==> config.mk <==
export PLATFORM = sky130hd
export DESIGN_NAME = gpr_bank
export DESIGN_NICKNAME = d
export VERILOG_FILES = /design/src/rtl/gpr_bank.sv
export SDC_FILE = /design/constraint.sdc
export NUM_CORES = 2
export LEC_CHECK = 0
export BUFFER_PORTS_ARGS = -buffer_cell sky130_fd_sc_hd__buf_2
export CORE_MARGIN = 3
export CORE_UTILIZATION = 35
export CTS_CLUSTER_DIAMETER = 120
export CTS_CLUSTER_SIZE = 16
export DETAILED_ROUTE_END_ITERATION = 7
export HOLD_SLACK_MARGIN = 0.12
export PLACE_DENSITY = 0.59
export REMOVE_ABC_BUFFERS = 1
export SETUP_SLACK_MARGIN = 0.15
export SYNTH_ARGS = -nofsm -noshare
export SYNTH_HDL_FRONTEND = slang
export SYNTH_SLANG_ARGS = --single-unit
==> constraint.sdc <==
create_clock -name CLK -period 5.7 [get_ports CLK]
set_clock_uncertainty 0.1 [all_clocks]
set_input_delay 1.14 -clock CLK [delete_from_list [all_inputs] [get_ports CLK]]
set_output_delay 1.14 -clock CLK [all_outputs]
set_load 0.01 [all_outputs]
==> src/rtl/gpr_bank.sv <==
// Multi-ported general-purpose register bank: two write ports, three combinational
// read ports, and a sequential zero-fill of the array after every reset.
module gpr_bank #(
    parameter int DATA_W   = 32,
    parameter int ADDR_W   = 5,
    parameter int ZERO_REG = 1,
    parameter int BYPASS   = 1
) (
    input  logic              CLK,
    input  logic              RST,
    input  logic              WE0,
    input  logic              WE1,
    input  logic [ADDR_W-1:0] WA0,
    input  logic [ADDR_W-1:0] WA1,
    input  logic [DATA_W-1:0] WD0,
    input  logic [DATA_W-1:0] WD1,
    input  logic [ADDR_W-1:0] RA0,
    input  logic [ADDR_W-1:0] RA1,
    input  logic [ADDR_W-1:0] RA2,
    output logic [DATA_W-1:0] RD0,
    output logic [DATA_W-1:0] RD1,
    output logic [DATA_W-1:0] RD2,
    output logic              READY
);
    localparam int DEPTH = 1 << ADDR_W;

    typedef enum logic {ST_CLEAR, ST_RUN} state_t;

    state_t            state_q, state_d;
    logic [ADDR_W-1:0] ptr_q, ptr_d;
    logic              ready_q, ready_d;
    logic [DATA_W-1:0] mem_q [DEPTH];

    logic clr_en;
    logic wr0_en;
    logic wr1_en;

    // A reset edge must never touch the array, so every write path is gated by RST.
    assign clr_en = (state_q == ST_CLEAR) && !RST;
    assign wr0_en = (state_q == ST_RUN) && !RST && WE0;
    assign wr1_en = (state_q == ST_RUN) && !RST && WE1;

    always_comb begin
        state_d = state_q;
        ptr_d   = ptr_q;
        ready_d = ready_q;
        if (state_q == ST_CLEAR) begin
            ptr_d = ptr_q + 1'b1;
            if (&ptr_q) begin
                state_d = ST_RUN;
                ready_d = 1'b1;
            end
        end
    end

    always_ff @(posedge CLK) begin
        if (RST) begin
            state_q <= ST_CLEAR;
            ptr_q   <= '0;
            ready_q <= 1'b0;
        end else begin
            state_q <= state_d;
            ptr_q   <= ptr_d;
            ready_q <= ready_d;
        end
    end

    genvar gi;
    generate
        for (gi = 0; gi < DEPTH; gi++) begin : g_reg
            logic [DATA_W-1:0] word_d;
            if (ZERO_REG != 0 && gi == 0) begin : g_zero
                assign word_d = '0;
            end else begin : g_rw
                // Port 1 is checked first so it wins an address collision.
                always_comb begin
                    word_d = mem_q[gi];
                    if (clr_en && ptr_q == ADDR_W'(gi)) begin
                        word_d = '0;
                    end else if (wr1_en && WA1 == ADDR_W'(gi)) begin
                        word_d = WD1;
                    end else if (wr0_en && WA0 == ADDR_W'(gi)) begin
                        word_d = WD0;
                    end
                end
            end
            always_ff @(posedge CLK) begin
                mem_q[gi] <= word_d;
            end
        end
    endgenerate

    logic [ADDR_W-1:0] ra [3];
    logic [DATA_W-1:0] rd [3];

    assign ra[0] = RA0;
    assign ra[1] = RA1;
    assign ra[2] = RA2;

    always_comb begin
        for (int p = 0; p < 3; p++) begin
            rd[p] = '0;
            if (state_q == ST_RUN) begin
                if (ZERO_REG != 0 && ra[p] == '0) begin
                    rd[p] = '0;
                end else if (BYPASS != 0 && wr1_en && WA1 == ra[p]) begin
                    rd[p] = WD1;
                end else if (BYPASS != 0 && wr0_en && WA0 == ra[p]) begin
                    rd[p] = WD0;
                end else begin
                    rd[p] = mem_q[ra[p]];
                end
            end
        end
    end

    assign RD0   = rd[0];
    assign RD1   = rd[1];
    assign RD2   = rd[2];
    assign READY = ready_q;

endmodule
==> results.txt <==
* Leakage: 0.0277 uW
* Overflow left after global routing: 0
- Once detailed placement completed, the half-perimeter wirelength came to 233,000 um.
- Fmax: around 180 MHz
- No sink is reached through more buffers than the 3 on the longest clock path.
- Number of antenna violations at the first check in global routing: 28
* Number of rows in the core area: 167
- For the pin with the worst max-slew slack, the measured transition is about 1.5 ns.
- After synthesis, the cell types taking the most area are sky130_fd_sc_hd__edfxtp_1 40%, sky130_fd_sc_hd__mux4_2 17%, sky130_fd_sc_hd__nand2_1 11%.
- The detail route stage leaves a number of antenna-violating nets equal to 0.
- For this design the ratio of total power to cell area is between 200 and 250 nW/um2.
- For met3 alone, demand over resource in global routing was 0.153.
* Final std cell area, no fill: ~80,000 um2
- Adder-cell share of the synthesized area: 0.00102
- Dividing the final minimum period by the clock period gives 0.993.
- Clock slew seen by the registers of the worst setup and hold paths: 0.09 ns
- Result of the run: complete, but fails checks
* Multiplexer share of the synthesized area: 0.246
* Xor and xnor area share after synthesis: 0.00393
* Final setup viols: 0
- Buffers inserted to repair hold after CTS numbered 0.
- In this run the cell area measured after placement is around 78,000 um2.
- Across the run, the number of max-cap violations was 0.
- For the finished layout, the period the worst path requires is 5.66 ns.
- Total vias in the final route: 70,000
- Yosys mapped the design onto 68 distinct sky130hd cell types.
- Clock latency on the worst-skew pair: 0.75 ns
- Count of final max-slew check failures: 0
- For this run, the register share of the synthesized area comes to 0.407.
- At the end of routability-driven placement, the weighted congestion stood at 0.990.
- Warning count from the yosys run: 0
- The checks that failed: DRC.
* Post-DR wirelength/cell: 38.7 um
- Of the total synthesized cell area, the portion taken by AND, OR, NAND and NOR gates is 0.134.
* Delay of the slowest cell on the worst path: 1.08 ns
- Final Hold Vio Count: 0
- Category of cells accounting for the largest share of critical-path delay: compound AO/OA/AOI/OAI gates
- Ratio of cells with drive above 1 in the final layout: 0.234
* Layer with the highest usage after global routing: met2
- The worst setup path is captured at an output pin.
* Via count of the first global-routing pass: between 60,000 and 70,000
- For met1 alone, demand over resource in global routing was 0.424.
- Pre-antenna DRT Iters: 8
* Worst max-slew margin expressed relative to the limit: 0.0158
* Effective utilization at floorplan: 0.354
- Together, buffers and inverters on the worst path number 2.
- Num CTS Buffers: 72
* Maximum ir drop on the vdd rail: roughly 0.24 mV
- Maximum number of pins on one net before global-route repair: just under 80
- Overall routed net length: between 300,000 and 400,000 um
- Remaining design rule violation count: 1
* Share of the synthesized area in the top cell type: 0.405
* IO buf count: 189
- Core area: 208,000 um2
- Synth Instances: between 7,000 and 8,000
* Clock tree from TritonCTS: built
- After synthesis, the largest family of logic cells by area is multiplexers.
* First-pass GRT wire length: around 520,000 um
- Using the TritonRoute via totals, the vias-per-cell ratio works out to 7.08.
- Hold timing on the final database bottoms out at a slack of 0.423 ns.
- Number of nets in the layout: 7,158
- DRC violation total after the first TritonRoute iteration: between 10,000 and 15,000
- Synth Flop Type: sky130_fd_sc_hd__edfxtp_1
- Cell Chain, Critical Path: buf_8 > and2_2 > a221oi_1 > a221oi_1 > a2111oi_1 > a211oi_1 > nor3_1 > buf_2
- In the final timing run, aggregate negative setup slack is 0 ns.
* Critical Path Source Type: primary input
* I/O Pins: 190
- Flops & latches, synth: between 900 and 1,000
- From synthesis to final layout, the design area changed by 9.10%.
- Largest area contributor in the synthesized netlist: sky130_fd_sc_hd__edfxtp_1
- Total GRT Usage: 0.341
- Summed instance area of the synthesized netlist: 73,600 um2
- Endpoint required time on the critical path: approximately 4.5 ns
* CP Class: in2out
* Synthesized area per cell: 10.0 um2
- Die ar.: 216,000 um2
* Total power draw: 16,300 uW
- Setup repair after global routing left no endpoint under its margin.
- For met2 alone, demand over resource in global routing was 0.464.
* Placed Instances: 9,772
* Chip Width: 465 um
- The slowest stage of the critical path is the sky130_fd_sc_hd__a221oi_1 cell.
- The tree is rooted in a sky130_fd_sc_hd__clkbuf_16.
- The synthesized design contains 992 enable-type register cells.
- Die height: around 460 um
- At the worst endpoint, the arrival time is between 4 and 5 ns.
- Type of the tightest min-delay check: reg2reg
- The finished layout holds 9,878 standard cells, fillers aside.
- Most frequent cell on the critical path: sky130_fd_sc_hd__a221oi_1
* H-tree Lvls: 3
- Counting every sink on the clock net gives 999.
- Compound-cell area share of the yosys netlist: 0.151
* Maximum fanout along the worst path: 26
- Counting flops with an async set or reset pin after synthesis yields a share of 0.
==> what timing repair did <==
| action | in CTS | in global routing |
|---|---|---|
| resized for setup | 1 | 3 |
| buffers inserted | 0 | 1 |
| endpoints found under the setup margin | 1 | 4 |
==> state kept, by name, indices dropped and copies added, names as in the netlist <==
name and flops:
mem_q 992, ptr_q 5, state_q 1, READY 1
==> metal layers <==
layer / vias to the layer above / wire, um
met4: 14 / 34500
met2: 7500 / 151000
met1: 34000 / 127000
met5: - / 128
met3: 1806 / 69400
li1: 26600 / -
==> Yosys cell counts (18+ instances only) <==
| cell type | count |
|---|---|
| sky130_fd_sc_hd__a211oi_1 | 44 |
| sky130_fd_sc_hd__nand2_1 | 2092 |
| sky130_fd_sc_hd__buf_2 | 123 |
| sky130_fd_sc_hd__nor2b_1 | 50 |
| sky130_fd_sc_hd__a22oi_1 | 32 |
| sky130_fd_sc_hd__buf_1 | 132 |
| sky130_fd_sc_hd__o21ai_0 | 98 |
| sky130_fd_sc_hd__a221oi_1 | 87 |
| sky130_fd_sc_hd__a21boi_0 | 36 |
| sky130_fd_sc_hd__mux2_2 | 229 |
| sky130_fd_sc_hd__edfxtp_1 | 992 |
| sky130_fd_sc_hd__nor3_1 | 59 |
| sky130_fd_sc_hd__mux4_2 | 567 |
| sky130_fd_sc_hd__nand2b_1 | 39 |
| sky130_fd_sc_hd__buf_6 | 40 |
| sky130_fd_sc_hd__a221oi_2 | 34 |
| sky130_fd_sc_hd__nor2_1 | 144 |
| sky130_fd_sc_hd__o221ai_1 | 36 |
| sky130_fd_sc_hd__a221o_1 | 60 |
| sky130_fd_sc_hd__clkbuf_1 | 565 |
| sky130_fd_sc_hd__and3_1 | 31 |
| sky130_fd_sc_hd__mux2i_1 | 275 |
| sky130_fd_sc_hd__a2111oi_2 | 18 |
| sky130_fd_sc_hd__buf_4 | 55 |
| sky130_fd_sc_hd__a21oi_1 | 1208 |
| sky130_fd_sc_hd__o22ai_1 | 66 |
| sky130_fd_sc_hd__xnor2_1 | 19 |
==> where the power goes <==
group / leakage (uW) / internal, uW / total [uW] / switching, uW
registers: 0.00899 / 8110 / 8140 / 25.4
clock network: 0.000962 / 2380 / 5300 / 2910
logic: 0.0177 / 1060 / 2850 / 1790
==> cell type report <==
type / count / area [um2]
Timing Repair Buffer: 577 / 4660
Clock buffer: 89 / 1930
Tap cell: 2788 / 3490
Antenna cell: 11 / 27.5
Sequential cell: 999 / 29900
Clock inverter: 5 / 40.0
Multi-Input combinational cell: 5399 / 40200
Inverter: 10 / 37.5
Fill cell: 20100 / 128000
==> cells in the final DEF (no fill, tap or decap), types with 60 or more instances in the layout <==
master and n:
sky130_fd_sc_hd__a21oi_1 1206, sky130_fd_sc_hd__mux2i_1 275, sky130_fd_sc_hd__edfxtp_1 992, sky130_fd_sc_hd__buf_4 336
sky130_fd_sc_hd__mux2_2 229, sky130_fd_sc_hd__clkbuf_16 75, sky130_fd_sc_hd__nor2_1 88, sky130_fd_sc_hd__mux4_2 567
sky130_fd_sc_hd__a221o_1 60, sky130_fd_sc_hd__buf_2 175, sky130_fd_sc_hd__o22ai_1 66, sky130_fd_sc_hd__a221oi_1 86
sky130_fd_sc_hd__nand2_1 2045, sky130_fd_sc_hd__o21ai_0 98
==> worst register-to-register path, delay by kind of cell, from the launching register on <==
| kind | cells | cell delay, ns |
|---|---|---|
| buffers and inverters | 4 | 1.34 |
| and+or+nand+nor | 4 | 1.71 |
| DFF | 1 | 0.34 |
==> final timing paths <==
path | depth (start not counted) | from | end | slack [ns]
setup / recovery | 8 | RA0[1] | RD0[3] | 0.04
hold / removal | 2 | READY | READY | 0.42
setup reg to reg | 8 | state_q | mem_q[13][2] | 1.86
hold reg to reg | 2 | READY | READY | 0.42
==> stage by stage <==
step / util / setup WS (ns)
after floorplan: - / 0.0205
after global placement: 0.376 / 0.119
after detailed placement: 0.376 / 0.141
after CTS: 0.386 / 0.176
after global routing: 0.386 / 0.158
final: 0.386 / 0.0408
==> logic make-up (layout without fill, tap and decap cells) <==
logic type	count (synthesis)	count (layout)
and+or+nand+nor	2473	2473
AOI/OAI and AO/OA	1816	1816
muxes	1071	1071
DFF	999	999
buffers and inverters	929	681
xor gates and xnor gates	33	33
adders and majority gates	6	6
other	0	11
No activity file was read; power rests on OpenSTA's default activity.
